$ cat src/rtl/aes_round_ctrl_if.sv
// ----------------------------------------------------------------------------
// aes_round_ctrl_if
//   Block-request handshake between the host and the AES round controller.
//
//   Signals:
//     in_valid  host -> ctrl   new block request
//     in_ready  ctrl -> host   controller can accept a block this cycle
//     key_sel   host -> ctrl   00=AES-128, 01=AES-192, 10=AES-256, 11=reserved
//     dec       host -> ctrl   decrypt mode, sampled on handshake
//
//   Modports:
//     master    host side (drives request, observes ready)
//     slave     controller side
// ----------------------------------------------------------------------------
interface aes_round_ctrl_if;
    logic       in_valid;
    logic       in_ready;
    logic [1:0] key_sel;
    logic       dec;

    modport master (
        output in_valid,
        output key_sel,
        output dec,
        input  in_ready
    );

    modport slave (
        input  in_valid,
        input  key_sel,
        input  dec,
        output in_ready
    );
endinterface : aes_round_ctrl_if

$ cat src/rtl/aes_round_ctrl.sv
// ----------------------------------------------------------------------------
// aes_round_ctrl
//   Round-sequencing controller for the AES core. Accepts one block per
//   valid/ready handshake and issues rounds 0..Nr (Nr = 10/12/14 chosen per
//   block by key_sel) with per-stage datapath enables. A PIPE-deep delay line
//   (stage 1 = issue register, stage PIPE = output stage) aligns the enables
//   with the datapath latency. Every entry carries its own Nr and decrypt
//   flag, so blocks of different modes can overlap in the delay line.
//   A new block is accepted in the cycle the previous block's last round
//   issues, giving Nr+1 advance cycles per block with no bubbles.
//
//   Configuration macro:
//     AES_DECRYPT_EN  defined   -> dec selects reversed round-key order
//                     undefined -> dec ignored, key_idx always equals rndNo
//
//   Parameters:
//     PIPE    delay-line depth from issue register to outputs (1..8)
//     NR_MAX  width of completed_round (14)
//
//   Ports:
//     clk              clock
//     rstn             synchronous active-low reset
//     adv              advance; all state moves only on cycles with adv=1
//     req              handshake interface (slave): in_valid/in_ready/key_sel/dec
//     accept           output stage holds round 0 of a block
//     rndNo            round number at output stage (0 on bubble)
//     key_idx          round-key index for the output stage
//     enbSB/SR/MC/AR/KS datapath stage enables
//     done             output stage holds the final round of a block
//     completed_round  one-hot of rndNo-1 at output stage
//     cfg_err          sticky: a block was accepted with reserved key_sel=11
// ----------------------------------------------------------------------------
module aes_round_ctrl #(
    parameter int PIPE   = 4,
    parameter int NR_MAX = 14
) (
    input  logic                clk,
    input  logic                rstn,
    input  logic                adv,
    aes_round_ctrl_if.slave     req,
    output logic                accept,
    output logic [3:0]          rndNo,
    output logic [3:0]          key_idx,
    output logic                enbSB,
    output logic                enbSR,
    output logic                enbMC,
    output logic                enbAR,
    output logic                enbKS,
    output logic                done,
    output logic [NR_MAX-1:0]   completed_round,
    output logic                cfg_err
);

    // One delay-line entry.
    typedef struct packed {
        logic       valid;
        logic [3:0] rnd;
        logic [3:0] nr;
        logic       dec;
    } stage_t;

    // Decoded output bundle, registered as a whole.
    typedef struct packed {
        logic              accept;
        logic [3:0]        rnd_no;
        logic [3:0]        key_idx;
        logic              enb_sb;
        logic              enb_sr;
        logic              enb_mc;
        logic              enb_ar;
        logic              enb_ks;
        logic              done;
        logic [NR_MAX-1:0] completed;
    } out_t;

    typedef enum logic [0:0] {
        ST_IDLE = 1'b0,
        ST_RUN  = 1'b1
    } state_t;

    localparam stage_t BUBBLE = '{valid: 1'b0, rnd: 4'd0, nr: 4'd0, dec: 1'b0};

    state_t  state_q;
    state_t  state_d;
    stage_t  pipe_q [1:PIPE];
    stage_t  pipe_d [1:PIPE];
    logic    cfg_err_q;
    logic    cfg_err_d;
    out_t    out_q;

    logic    ready_s;
    logic    hs_s;
    logic    dec_eff_s;
    stage_t  load_s;

    // Number of rounds for a key size; the reserved code runs as AES-128.
    function automatic logic [3:0] nr_of(input logic [1:0] ks);
        logic [3:0] nr;
        case (ks)
            2'b00:   nr = 4'd10;
            2'b01:   nr = 4'd12;
            2'b10:   nr = 4'd14;
            2'b11:   nr = 4'd10;
            default: nr = 4'd10;
        endcase
        return nr;
    endfunction

    // Datapath enables and indices for one stage entry; a bubble decodes to 0.
    function automatic out_t decode(input stage_t s);
        out_t o;
        logic nz;
        nz          = s.valid && (s.rnd != 4'd0);
        o.accept    = s.valid && (s.rnd == 4'd0);
        o.rnd_no    = s.valid ? s.rnd : 4'd0;
        o.enb_ar    = s.valid;
        o.enb_sb    = nz;
        o.enb_sr    = nz;
        o.enb_ks    = nz;
        // The final round skips MixColumns.
        o.enb_mc    = nz && (s.rnd < s.nr);
        o.done      = s.valid && (s.rnd == s.nr);
        if (s.valid) begin
            o.key_idx = s.dec ? (s.nr - s.rnd) : s.rnd;
        end else begin
            o.key_idx = 4'd0;
        end
        if (nz) begin
            o.completed = {{(NR_MAX-1){1'b0}}, 1'b1} << (s.rnd - 4'd1);
        end else begin
            o.completed = '0;
        end
        return o;
    endfunction

`ifdef AES_DECRYPT_EN
    assign dec_eff_s = req.dec;
`else
    logic dec_unused_s;
    assign dec_unused_s = req.dec;
    assign dec_eff_s    = 1'b0;
`endif

    // Ready when idle or when the issue stage is on its last round; a
    // handshake needs adv because nothing moves without it.
    assign ready_s = rstn && adv &&
                     ((state_q == ST_IDLE) || (pipe_q[1].rnd == pipe_q[1].nr));
    assign hs_s    = req.in_valid && ready_s;
    assign req.in_ready = ready_s;

    assign load_s = '{valid: 1'b1, rnd: 4'd0, nr: nr_of(req.key_sel), dec: dec_eff_s};

    // Next-state for the issue FSM, the delay line and the config error flag.
    always_comb begin
        state_d   = state_q;
        cfg_err_d = cfg_err_q;
        pipe_d    = pipe_q;
        if (adv) begin
            for (int s = 2; s <= PIPE; s++) begin
                pipe_d[s] = pipe_q[s-1];
            end
            case (state_q)
                ST_IDLE: begin
                    if (hs_s) begin
                        pipe_d[1] = load_s;
                        state_d   = ST_RUN;
                        cfg_err_d = cfg_err_q | (req.key_sel == 2'b11);
                    end else begin
                        pipe_d[1] = BUBBLE;
                    end
                end
                ST_RUN: begin
                    if (hs_s) begin
                        // Overlap: next block's round 0 follows the last round.
                        pipe_d[1] = load_s;
                        cfg_err_d = cfg_err_q | (req.key_sel == 2'b11);
                    end else if (pipe_q[1].rnd == pipe_q[1].nr) begin
                        pipe_d[1] = BUBBLE;
                        state_d   = ST_IDLE;
                    end else begin
                        pipe_d[1].rnd = pipe_q[1].rnd + 4'd1;
                    end
                end
                default: begin
                    pipe_d[1] = BUBBLE;
                    state_d   = ST_IDLE;
                end
            endcase
        end else begin
            state_d   = state_q;
            cfg_err_d = cfg_err_q;
        end
    end

    // State registers; outputs are registered from the next output-stage value
    // so they line up exactly with the output stage contents.
    always_ff @(posedge clk) begin
        if (!rstn) begin
            state_q   <= ST_IDLE;
            cfg_err_q <= 1'b0;
            out_q     <= '0;
            for (int s = 1; s <= PIPE; s++) begin
                pipe_q[s] <= BUBBLE;
            end
        end else begin
            state_q   <= state_d;
            cfg_err_q <= cfg_err_d;
            out_q     <= decode(pipe_d[PIPE]);
            for (int s = 1; s <= PIPE; s++) begin
                pipe_q[s] <= pipe_d[s];
            end
        end
    end

    assign accept          = out_q.accept;
    assign rndNo           = out_q.rnd_no;
    assign key_idx         = out_q.key_idx;
    assign enbSB           = out_q.enb_sb;
    assign enbSR           = out_q.enb_sr;
    assign enbMC           = out_q.enb_mc;
    assign enbAR           = out_q.enb_ar;
    assign enbKS           = out_q.enb_ks;
    assign done            = out_q.done;
    assign completed_round = out_q.completed;
    assign cfg_err         = cfg_err_q;

endmodule : aes_round_ctrl
$ cat src/flat_wrapper.sv
// flat-port wrapper written by rule: the top's interface ports become plain ports
module aes_round_ctrl_flat 
#(
    parameter int PIPE   = 4,
    parameter int NR_MAX = 14
)
  (clk, rstn, adv, accept, rndNo, key_idx, enbSB, enbSR, enbMC, enbAR, enbKS, done, completed_round, cfg_err, req_in_valid, req_key_sel, req_dec, req_in_ready);
  aes_round_ctrl_if req_i ();
  input  logic clk;
  input  logic rstn;
  input  logic adv;
  output logic accept;
  output logic [3:0] rndNo;
  output logic [3:0] key_idx;
  output logic enbSB;
  output logic enbSR;
  output logic enbMC;
  output logic enbAR;
  output logic enbKS;
  output logic done;
  output logic [NR_MAX-1:0] completed_round;
  output logic cfg_err;
  input wire logic [$bits(req_i.in_valid)-1:0] req_in_valid;
  input wire logic [$bits(req_i.key_sel)-1:0] req_key_sel;
  input wire logic [$bits(req_i.dec)-1:0] req_dec;
  output wire logic [$bits(req_i.in_ready)-1:0] req_in_ready;
  assign req_i.in_valid = req_in_valid;
  assign req_i.key_sel = req_key_sel;
  assign req_i.dec = req_dec;
  assign req_in_ready = req_i.in_ready;
  aes_round_ctrl #(.PIPE(PIPE), .NR_MAX(NR_MAX)) u_core (.clk(clk), .rstn(rstn), .adv(adv), .req(req_i), .accept(accept), .rndNo(rndNo), .key_idx(key_idx), .enbSB(enbSB), .enbSR(enbSR), .enbMC(enbMC), .enbAR(enbAR), .enbKS(enbKS), .done(done), .completed_round(completed_round), .cfg_err(cfg_err));
endmodule
$ cat config.mk
export PLATFORM = sky130hd
export DESIGN_NAME = aes_round_ctrl_flat
export DESIGN_NICKNAME = d
export VERILOG_FILES = /design/src/rtl/aes_round_ctrl_if.sv /design/src/rtl/aes_round_ctrl.sv /design/src/flat_wrapper.sv
export SDC_FILE = /design/constraint.sdc
export NUM_CORES = 1
export LEC_CHECK = 0
export CORE_UTILIZATION = 29
export DETAILED_ROUTE_END_ITERATION = 16
export PLACE_DENSITY = 0.58
export REMOVE_ABC_BUFFERS = 1
export SLEW_MARGIN = 10
export SYNTH_ARGS = -nofsm -noshare
export SYNTH_HDL_FRONTEND = slang
export SYNTH_SLANG_ARGS = --single-unit
$ cat constraint.sdc
create_clock -name clk -period 4.11 [get_ports clk]
set_clock_uncertainty 0.2 [all_clocks]
set_input_delay 0.822 -clock clk [delete_from_list [all_inputs] [get_ports clk]]
set_output_delay 0.822 -clock clk [all_outputs]
set_load 0.02 [all_outputs]
==> results.yml, run 1 <==
status:
  status: "finished clean"
sta:
  worst_pin_slew_ns: 0.513
  slew_violations: 0
  slew-limit-headroom_pct: 65.7
  finalSetupTns_ns: 0
  finalSetupViolations: 0
  hold_viol: 0
  max_freq_mhz: 276
  fin_crit_ns: 3.62
  rsz0062_at_grt: "false"
  post-route-period-util_pct: 88.1
yosys:
  ys_ff_latch: 59
  ys.flop_type: "dfxtp_1"
  syn-instance-count: 233
  synth_edf_count: 0
  ys_seq_area_share_pct: 48.8
  synth.avg_cell_area_um2: 10.4
  synth_area_um2: 2420
  synth.area.top_cells: "dfxtp_1 (49%), mux2i_1 (6.6%), nor2b_1 (6.2%)"
  ys_async_sr_fraction_pct: 0
  ys_warn_count: 0
  yosysTopAreaCellShare_pct: 48.8
  ys_types: 41
  synth_top_area_cell: "dfxtp_1"
power:
  power.internal_mw: 0.978
  swShare_pct: 20.9
  peakVddDrop_mv: 0.189
  switchingPower_mw: 0.259
  power.share.clock_pct: 47.7
  pwr-share-comb_pct: 5.2
  power_density_nw_per_um2: 401
  p_seq_share_pct: 47.1
  p_leak_nw: 1.15
die:
  die_h_um: 93.3
  core_um2: 7890
  rows: 32
  die_area_um2: 8710
  die_w_um: 93.3
  ioPinCount: 38
  initial_core_util_pct: 30.7
clocking:
  root_buffer: "clkbuf_8"
  cts_buffers: 9
  htreeDepth: 3
  tritoncts: "built"
  clock_latency_ns: 0.34
  cts_setup_buffers: 0
  hold_buffers: 0
  clock_sinks: 59
  postCtsResizedCells: 0
  clkTransAtPathRegs_ns: 0.06
  clockBufferDepth: 2
drt:
  drcViolationCount: 0
  avgViaCountPerCell: 4.40
  dr.pass1.iters: 4
  wl_um: 4220
  post_drt_wl_per_cell_um: 11.2
  vias: 1658
  antenna_left: 0
  drt_iter0_drc: 44
critical_path:
  critPathRequiredTime_ns: 3.09
  path_delay_family: "buffers and inverters"
  path_class: "primary input to output port"
  cp.arrival_ns: 2.60
  crit_buf_inv: 2
  crit_fanout: 9
  path_cells: "clkdlybuf4s50_1 -> nor2b_1 -> a41oi_2 -> nor2b_1 -> clkdlybuf4s50_1"
  endpoint_kind: "output port"
  cp-start-kind: "primary input"
  critPathSlowestCell: "clkdlybuf4s50_1"
  slowest_delay_ns: 0.61
cells_and_area:
  nets: 286
  regArea_um2: 1180
  synthToLayoutAreaGrowth_pct: 27.4
  layout-drive-gt1-share_pct: 12.0
  multiInputGateArea_um2: 1120
  diodes: 0
  fin_cells: 377
  final_area_um2: 3080
  num-fill-cells: 803
global_routing:
  antenna_found_initial: 0
  grt_pass1_wl_um: 7420
  grt-ovfl-total: 0
  grt_usage_pct: 11.3
  grt_pass1_vias: 1611
  grt_max_degree: 37
placement:
  dpl_cell_area_um2: 2860
  dp_cells: 361
  numPortBuffers: 36
  hpwl_um: 2910
  place_congestion: 0.769
flow_run:
  maxCapViolations: 0
hold_path:
  hp-class: "flop to flop"
-- kinds of logic after synthesis --
| family | count (synthesis) | synth area share, % |
|---|---|---|
| compound gates | 23 | 7.35 |
| xor+xnor | 8 | 3.67 |
| fa+ha+maj | 9 | 4.97 |
| buf+inv | 24 | 4.76 |
| flops | 59 | 48.8 |
| mux | 21 | 9.05 |
| simple gates | 89 | 21.4 |
-- power by group through the flow --
stage	clock [mW]	sequential, mW	combinational [mW]
floorplan	0	0.595	0.0372
detailed placement	0	0.595	0.0644
finish	0.591	0.582	0.0638
global route	0.635	0.583	0.0711
global placement	0	0.595	0.0639
CTS	0.609	0.582	0.0646
-- cell usage after synthesis (3+ instances only) --
cell and n:
dfxtp_1 59, nor2b_1 24, mux2i_1 16, nor2_1 15
inv_1 11, nand2_1 10, ha_1 8, nand3_1 8
nor3_1 8, and2_1 6, clkbuf_1 6, xnor2_1 5
buf_4 4, mux2_2 4, o21ai_0 4, o31ai_1 4
nand4_1 3, nor4_1 3, nor4b_2 3, o21a_1 3
-- worst paths after layout --
kind                            slack [ns]               from                end  cells after the start
worst max-delay path                  0.49                adv       req_in_ready                      5
worst min-delay path                  0.26     u_core.cfg_err     u_core.cfg_err                      2
worst max register to register        2.11  u_core.pipe_q[12]  u_core.key_idx[3]                      7
worst min register to register        0.26     u_core.cfg_err     u_core.cfg_err                      2
-- registers in the layout, summed over array words and instances, names as in the netlist --
signal	count
u_core.state_q	1
u_core.rndNo	4
u_core.pipe_q	31
u_core.completed_round	14
u_core.key_idx	4
u_core.accept	1
u_core.enbMC	1
u_core.cfg_err	1
u_core.enbSB	1
u_core.done	1
-- metrics by stage --
stage          total power, mW  util (%)  worst slack [ns]  hold WS, ns
3_3_place_gp             0.659      36.2             0.475        0.249
5_1_grt                   1.29      39.1             0.365        0.306
6_report                  1.24      39.1             0.490        0.257
4_1_cts                   1.26      39.1             0.458        0.264
3_5_place_dp             0.660      36.2             0.467        0.247
2_1_floorplan            0.632         -              1.50        0.260
-- placed cells by master, fill, tap and decap left out, types with 2 or more instances in the layout --
cell type         n
inv_1            11
dfxtp_1          59
o31ai_1           4
xor2_1            2
clkinv_2          3
nor4_1            3
nand4_1           3
bufinv_16         2
clkdlybuf4s50_1  36
mux2_2            4
a211oi_1          2
nor4b_2           3
o22a_1            2
nor2_1           15
nor3_1            8
nand2b_1          2
and2_1            6
clkbuf_8         11
a21oi_1           2
mux2i_1          16
o21a_1            3
nor2b_1          24
xnor2_1           5
nand2_1          10
a21boi_0          2
o21ai_0           4
nand3_1           8
ha_1              8
buf_4             3
nor3b_1           2
-- per-layer routing --
metal  global-route usage, %  part of all wire (%)  vias up
met4                    7.05                   1.9        0
li1                        -                     -      867
met3                    4.63                   6.4        8
met2                    16.8                    41       48
met5                       0                     0        -
met1                    13.4                    50      735
-- tightest hold or removal path, cell delays in order (launching register included) --
cell and delay, ns:
dfxtp_1 0.33, nand2_1 0.04, o21ai_0 0.06
-- final cells by class --
class | count | area share [%]
multi-input combinational | 150 | 36.4
clock inverter | 5 | 2.44
timing repair buffer | 39 | 12.4
tap | 102 | 4.14
inverter | 11 | 1.34
clock buffer | 11 | 4.91
sequential | 59 | 38.3
No activity file was read; power rests on OpenSTA's default activity.
==> inputs of run 2 (changes only) <==
--- a/config.mk
+++ b/config.mk
@@ -8,5 +8,6 @@
 export CORE_UTILIZATION = 29
 export DETAILED_ROUTE_END_ITERATION = 16
-export PLACE_DENSITY = 0.58
+export GPL_ROUTABILITY_DRIVEN = 0
+export PLACE_DENSITY_LB_ADDON = 0.3
 export REMOVE_ABC_BUFFERS = 1
 export SLEW_MARGIN = 10
==> constraint.sdc (replaced) <==
create_clock -name clk -period 4.11 [get_ports clk]
set_clock_uncertainty 0.2 [all_clocks]
set_input_delay 1.0275 -clock clk [delete_from_list [all_inputs] [get_ports clk]]
set_output_delay 1.0275 -clock clk [all_outputs]
set_load 0.02 [all_outputs]
==> run 2 against run 1 <==
Against the previous run: sequential power about the same; flip-flop and latch count unchanged; via count down 0.42%; core utilization down 0.41 points; design area down 1.1%; highest routed layer unchanged; die area unchanged; combinational power up 3.8%; critical endpoint unchanged; sequential share of layout area up 0.41 points.
==> results.yml, run 2 (same netlist as run 1, synthesis figures left out) <==
clocking:
  postCtsResizedCells: 0
  htreeDepth: 3
  clock_latency_ns: 0.34
  clock_sinks: 59
  clockBufferDepth: 2
  hold_buffers: 0
  cts_buffers: 9
  clkTransAtPathRegs_ns: 0.07
  cts_setup_buffers: 0
  root_buffer: "clkbuf_8"
  tritoncts: "built"
die:
  rows: 32
  ioPinCount: 38
  die_w_um: 93.3
  die_area_um2: 8710
  core_um2: 7890
  die_h_um: 93.3
  initial_core_util_pct: 30.7
power:
  p_leak_nw: 1.13
  peakVddDrop_mv: 0.143
  power_density_nw_per_um2: 364
cells_and_area:
  final_common_cell: "dfxtp_1"
  num-fill-cells: 809
  synthToLayoutAreaGrowth_pct: 26.1
  layout-drive-gt1-share_pct: 12.6
  largest_reg_flops: 31
  nets: 288
  final_cell_mix: "dfxtp_1 (59), clkdlybuf4s50_1 (36), nor2b_1 (24), mux2i_1 (16), nor2_1 (15)"
  multiInputGateArea_um2: 1120
  regMostFlops: "u_core.pipe_q"
  diodes: 0
  regArea_um2: 1180
critical_path:
  cp-start-kind: "primary input"
  crit_buf_inv: 2
  critPathRequiredTime_ns: 2.88
  crit_fanout: 4
  cp.arrival_ns: 2.64
  critPathSlowestCell: "clkdlybuf4s50_1"
  path_cells: "clkdlybuf4s50_1 -> nor2b_1 -> a41oi_2 -> nor2b_1 -> clkdlybuf4s50_1"
  path_delay_family: "buffers and inverters"
  slowest_delay_ns: 0.61
  endpoint_kind: "output port"
  cp-startpoint: "adv"
  r2r-start: "u_core.pipe_q[16]"
  path_class: "primary input to output port"
sta:
  finalSetupTns_ns: 0
  max_freq_mhz: 259
  worst_pin_slew_ns: 0.511
  slew-limit-headroom_pct: 65.9
  setup_slack_ns: 0.243
  hold_viol: 0
  finalSetupViolations: 0
  rsz0062_at_grt: "false"
  post-route-period-util_pct: 94.1
  slew_violations: 0
  fin_crit_ns: 3.87
flow_run:
  maxCapViolations: 0
hold_path:
  hp-start: "u_core.cfg_err"
  hp-class: "flop to flop"
placement:
  hpwl_um: 2910
  numPortBuffers: 36
  pre_cts_ws_ns: 0.236
drt:
  post_drt_wl_per_cell_um: 11.1
  dr.pass1.iters: 4
  wl_um: 4210
  drcViolationCount: 0
  vias: 1651
  avgViaCountPerCell: 4.36
  antenna_left: 0
  drt_iter0_drc: 43
global_routing:
  antenna_found_initial: 0
  grt_max_degree: 37
  grt_pass1_wl_um: 7200
  grt-ovfl-total: 0
  grt_usage_pct: 11.0
  grt_pass1_vias: 1579
status:
  status: "finished clean"
==> run 2: changes by cell type in the layout (fill, tap and decap cells not counted) <==
cell | previous run | this run
clkinvlp_4 | 0 | 3
bufinv_16 | 2 | 0
buf_4 | 3 | 5
clkinv_2 | 3 | 2
clkinv_4 | 0 | 1
clkbuf_8 | 11 | 10
==> run 2: worst min-delay path: cells and delay by family (launching register included) <==
kind / cells / cell delay [ns]
compound gates: 1 / 0.06
flops: 1 / 0.33
simple gates: 1 / 0.04
==> run 2: final cells by class <==
class,count,share of cell area [%]
timing repair buffer,41,13.0
tap,102,4.19
multi-input combinational,150,36.8
inverter,11,1.35
clock inverter,6,1.35
sequential,59,38.7
clock buffer,10,4.51
==> run 2: path summary, 6_finish.rpt <==
check	end	slack, ns	cells past startpoint
max	req_in_ready	0.24	5
min	u_core.cfg_err	0.27	2
max reg2reg	u_core.enbMC	2.06	7
min reg2reg	u_core.cfg_err	0.27	2
==> run 2: routing by layer <==
layer | track usage, % | part of all wire [%] | up-vias
li1 | - | - | 872
met1 | 13.2 | 50 | 730
met2 | 16.9 | 44 | 45
met3 | 5.45 | 5.9 | 4
met4 | 3.85 | 0.86 | 0
met5 | 0 | 0 | -
==> run 2: where the power goes <==
group	switching (mW)	leakage (nW)	total, mW	internal (mW)
Combinational	0.0349	0.565	0.0662	0.0313
Sequential	0.00475	0.476	0.582	0.578
Clock	0.228	0.0843	0.461	0.233
==> run 2: through the flow <==
stage / hold slack (ns) / instances / utilization (%) / cell area (µm²) / power, mW
2_1_floorplan: 0.260 / 220 / - / 2340 / 0.632
3_3_place_gp: 0.245 / 363 / 36.4 / 2870 / 0.661
3_5_place_dp: 0.257 / 363 / 36.4 / 2870 / 0.662
4_1_cts: 0.282 / 379 / 38.7 / 3050 / 1.13
5_1_grt: 0.320 / 379 / 38.7 / 3050 / 1.17
6_report: 0.271 / 379 / 38.7 / 3050 / 1.11
==> inputs of run 3 (changes only) <==
Settings changed: ABC_AREA set to 1, ABC_CLOCK_PERIOD_IN_PS set to 4110.
==> run 3 against run 2 <==
Against the previous run: design area shrank 2.8%; worst setup slack improved by 0.34 ns; clock-buffer cell count up 1; critical endpoint unchanged; highest routed layer unchanged.
==> results.yml, run 3 <==
status:
  status: "finished clean"
yosys:
  ys_seq_area_share_pct: 51.1
  ys_types: 31
  synthMuxAreaShare_pct: 0
  synth.area.top_cells: "dfxtp_1 (51%), nor2_1 (8.5%), nand2_1 (7.0%)"
  ys.flop_type: "dfxtp_1"
  syn-instance-count: 270
  ys_async_sr_fraction_pct: 0
  synth_top_family_by_area: "simple AND/OR/NAND/NOR gates"
  synth_edf_count: 0
  synthXorXnorAreaFrac_pct: 0.758
  synth.avg_cell_area_um2: 8.55
  ys_ff_latch: 59
  synth_area_um2: 2310
  yosys.area_share.adder_pct: 5.20
  synth_simple_gate_area_share_pct: 22.2
  synth_most_common_cell: "dfxtp_1"
  synth_compound_area_share_pct: 13.5
  ys_warn_count: 0
  synthTopCellsByCount: "dfxtp_1 (59), nor2_1 (52), nand2_1 (43)"
  yosysTopAreaCellShare_pct: 51.1
  synth_top_area_cell: "dfxtp_1"
clocking:
  clockBufferDepth: 2
  clock_latency_ns: 0.34
  clkTransAtPathRegs_ns: 0.07
  hold_buffers: 0
  cts_buffers: 9
  postCtsResizedCells: 0
  clock_sinks: 59
  root_buffer: "clkbuf_8"
  tritoncts: "built"
  htreeDepth: 3
  cts_setup_buffers: 0
placement:
  hpwl_um: 3100
  numPortBuffers: 36
  pre_cts_ws_ns: 0.545
power:
  power_density_nw_per_um2: 419
  peakVddDrop_mv: 0.231
  total_power_mw: 1.24
  p_leak_nw: 1.18
global_routing:
  grt_usage_pct: 11.7
  grtUsageMet1_pct: 14.0
  grt_max_degree: 24
  grt-ovfl-total: 0
  antenna_found_initial: 0
  grt_pass1_vias: 1694
  grt_pass1_wl_um: 7580
  grt_use_met3_pct: 4.52
  globalRouteMet2Util_pct: 18.2
  busiest_layer: "met2"
critical_path:
  reg2reg_slack_ns: 2.11
  path_class: "primary input to output port"
  endpoint_kind: "output port"
  r2r_cells: 8
  crit_fanout: 2
  r2r-start: "u_core.pipe_q[12]"
  cp-start-kind: "primary input"
  cp.arrival_ns: 2.30
  critPathRequiredTime_ns: 2.88
  timing.rr.end: "u_core.key_idx[3]"
sta:
  post-route-period-util_pct: 85.9
  fin_crit_ns: 3.53
  rsz0062_at_grt: "false"
  worst_pin_slew_ns: 0.484
  setup_slack_ns: 0.579
  slew-limit-headroom_pct: 67.4
  finalSetupTns_ns: 0
  finalSetupViolations: 0
  max_freq_mhz: 283
  hold_viol: 0
  slew_violations: 0
hold_path:
  min_delay_worst_endpoint: "u_core.pipe_q[0]"
  hp-class: "flop to flop"
  hp-start: "u_core.pipe_q[0]"
  min_path_cells: 2
drt:
  dr.pass1.iters: 4
  vias: 1793
  avgViaCountPerCell: 4.30
  wl_um: 4340
  post_drt_wl_per_cell_um: 10.4
  drcViolationCount: 0
  antenna_left: 0
  drt_iter0_drc: 66
cells_and_area:
  layout-drive-gt1-share_pct: 13.0
  final_common_cell: "dfxtp_1"
  fin_util_pct: 38.4
  regMostFlops: "u_core.pipe_q"
  nets: 327
  synthToLayoutAreaGrowth_pct: 28.3
  largest_reg_flops: 31
  final_cell_mix: "dfxtp_1 (59), nor2_1 (52), nand2_1 (43), clkdlybuf4s50_1 (36), a21oi_1 (22)"
  diodes: 0
  num-fill-cells: 804
die:
  core_um2: 7730
  rows: 32
  die_area_um2: 8330
  ioPinCount: 38
  initial_core_util_pct: 29.9
  die_w_um: 91.2
  die_h_um: 91.2
flow_run:
  maxCapViolations: 0
## run 3: cell count changes in the layout (fill, tap and decap cells not counted), sizes merged, moves of 5 or more
cell / delta
mux2i: -17
nor2: +37
o21ai: +17
nor2b: -24
a21oi: +20
nand2: +39
and2: -6
inv: +11
nor3: -8
xnor2: -5
## run 3: worst max path at each step
stage,start,end,slack [ns],depth (start not counted)
after floorplan,rstn,req_in_ready,1.46,2
after global placement,adv,req_in_ready,0.58,4
after detailed placement,adv,u_core.key_idx[3],0.54,11
after CTS,rstn,req_in_ready,0.56,4
after global routing,rstn,req_in_ready,0.51,4
final,rstn,req_in_ready,0.58,4
## run 3: stage by stage
step | instance area, µm² | std cells | hold WS [ns]
after floorplan | 2240 | 259 | 0.225
after global placement | 2760 | 402 | 0.239
after detailed placement | 2760 | 402 | 0.242
after CTS | 2960 | 417 | 0.254
after global routing | 2960 | 417 | 0.273
final | 2960 | 417 | 0.255
## run 3: final cells by class
cell class,instances,area (µm²),share of cell area (%)
Inverter,23,93.8,3.17
Timing Repair Buffer,41,398,13.4
Clock inverter,4,50.0,1.69
Clock buffer,11,151,5.11
Sequential cell,59,1180,39.8
Multi-Input combinational cell,177,962,32.5
Tap cell,102,128,4.31
## run 3: cell families (layout without fill, tap and decap cells)
logic type,count (synthesis),in the layout
compound gates,49,49
xor+xnor,2,2
fa+ha+maj,9,9
buf+inv,34,79
flops,59,59
simple gates,117,117
## run 3: report_power, final
group	internal (mW)	leakage, nW	switching, mW
sequential	0.586	0.479	0.00674
clock	0.308	0.0974	0.218
combinational	0.0463	0.606	0.0753
total	0.941	1.18	0.300
## run 3: worst max-delay path, stage by stage
cell and delay [ns]:
clkdlybuf4s50_1 0.47, nand2_1 0.07, a21oi_1 0.12, clkdlybuf4s50_1 0.62
## run 3: routing by layer
layer / vias to the layer above / share of wire [%]
li1: 955 / -
met1: 778 / 48
met2: 49 / 44
met3: 11 / 5.5
met4: 0 / 2.3
met5: - / 0
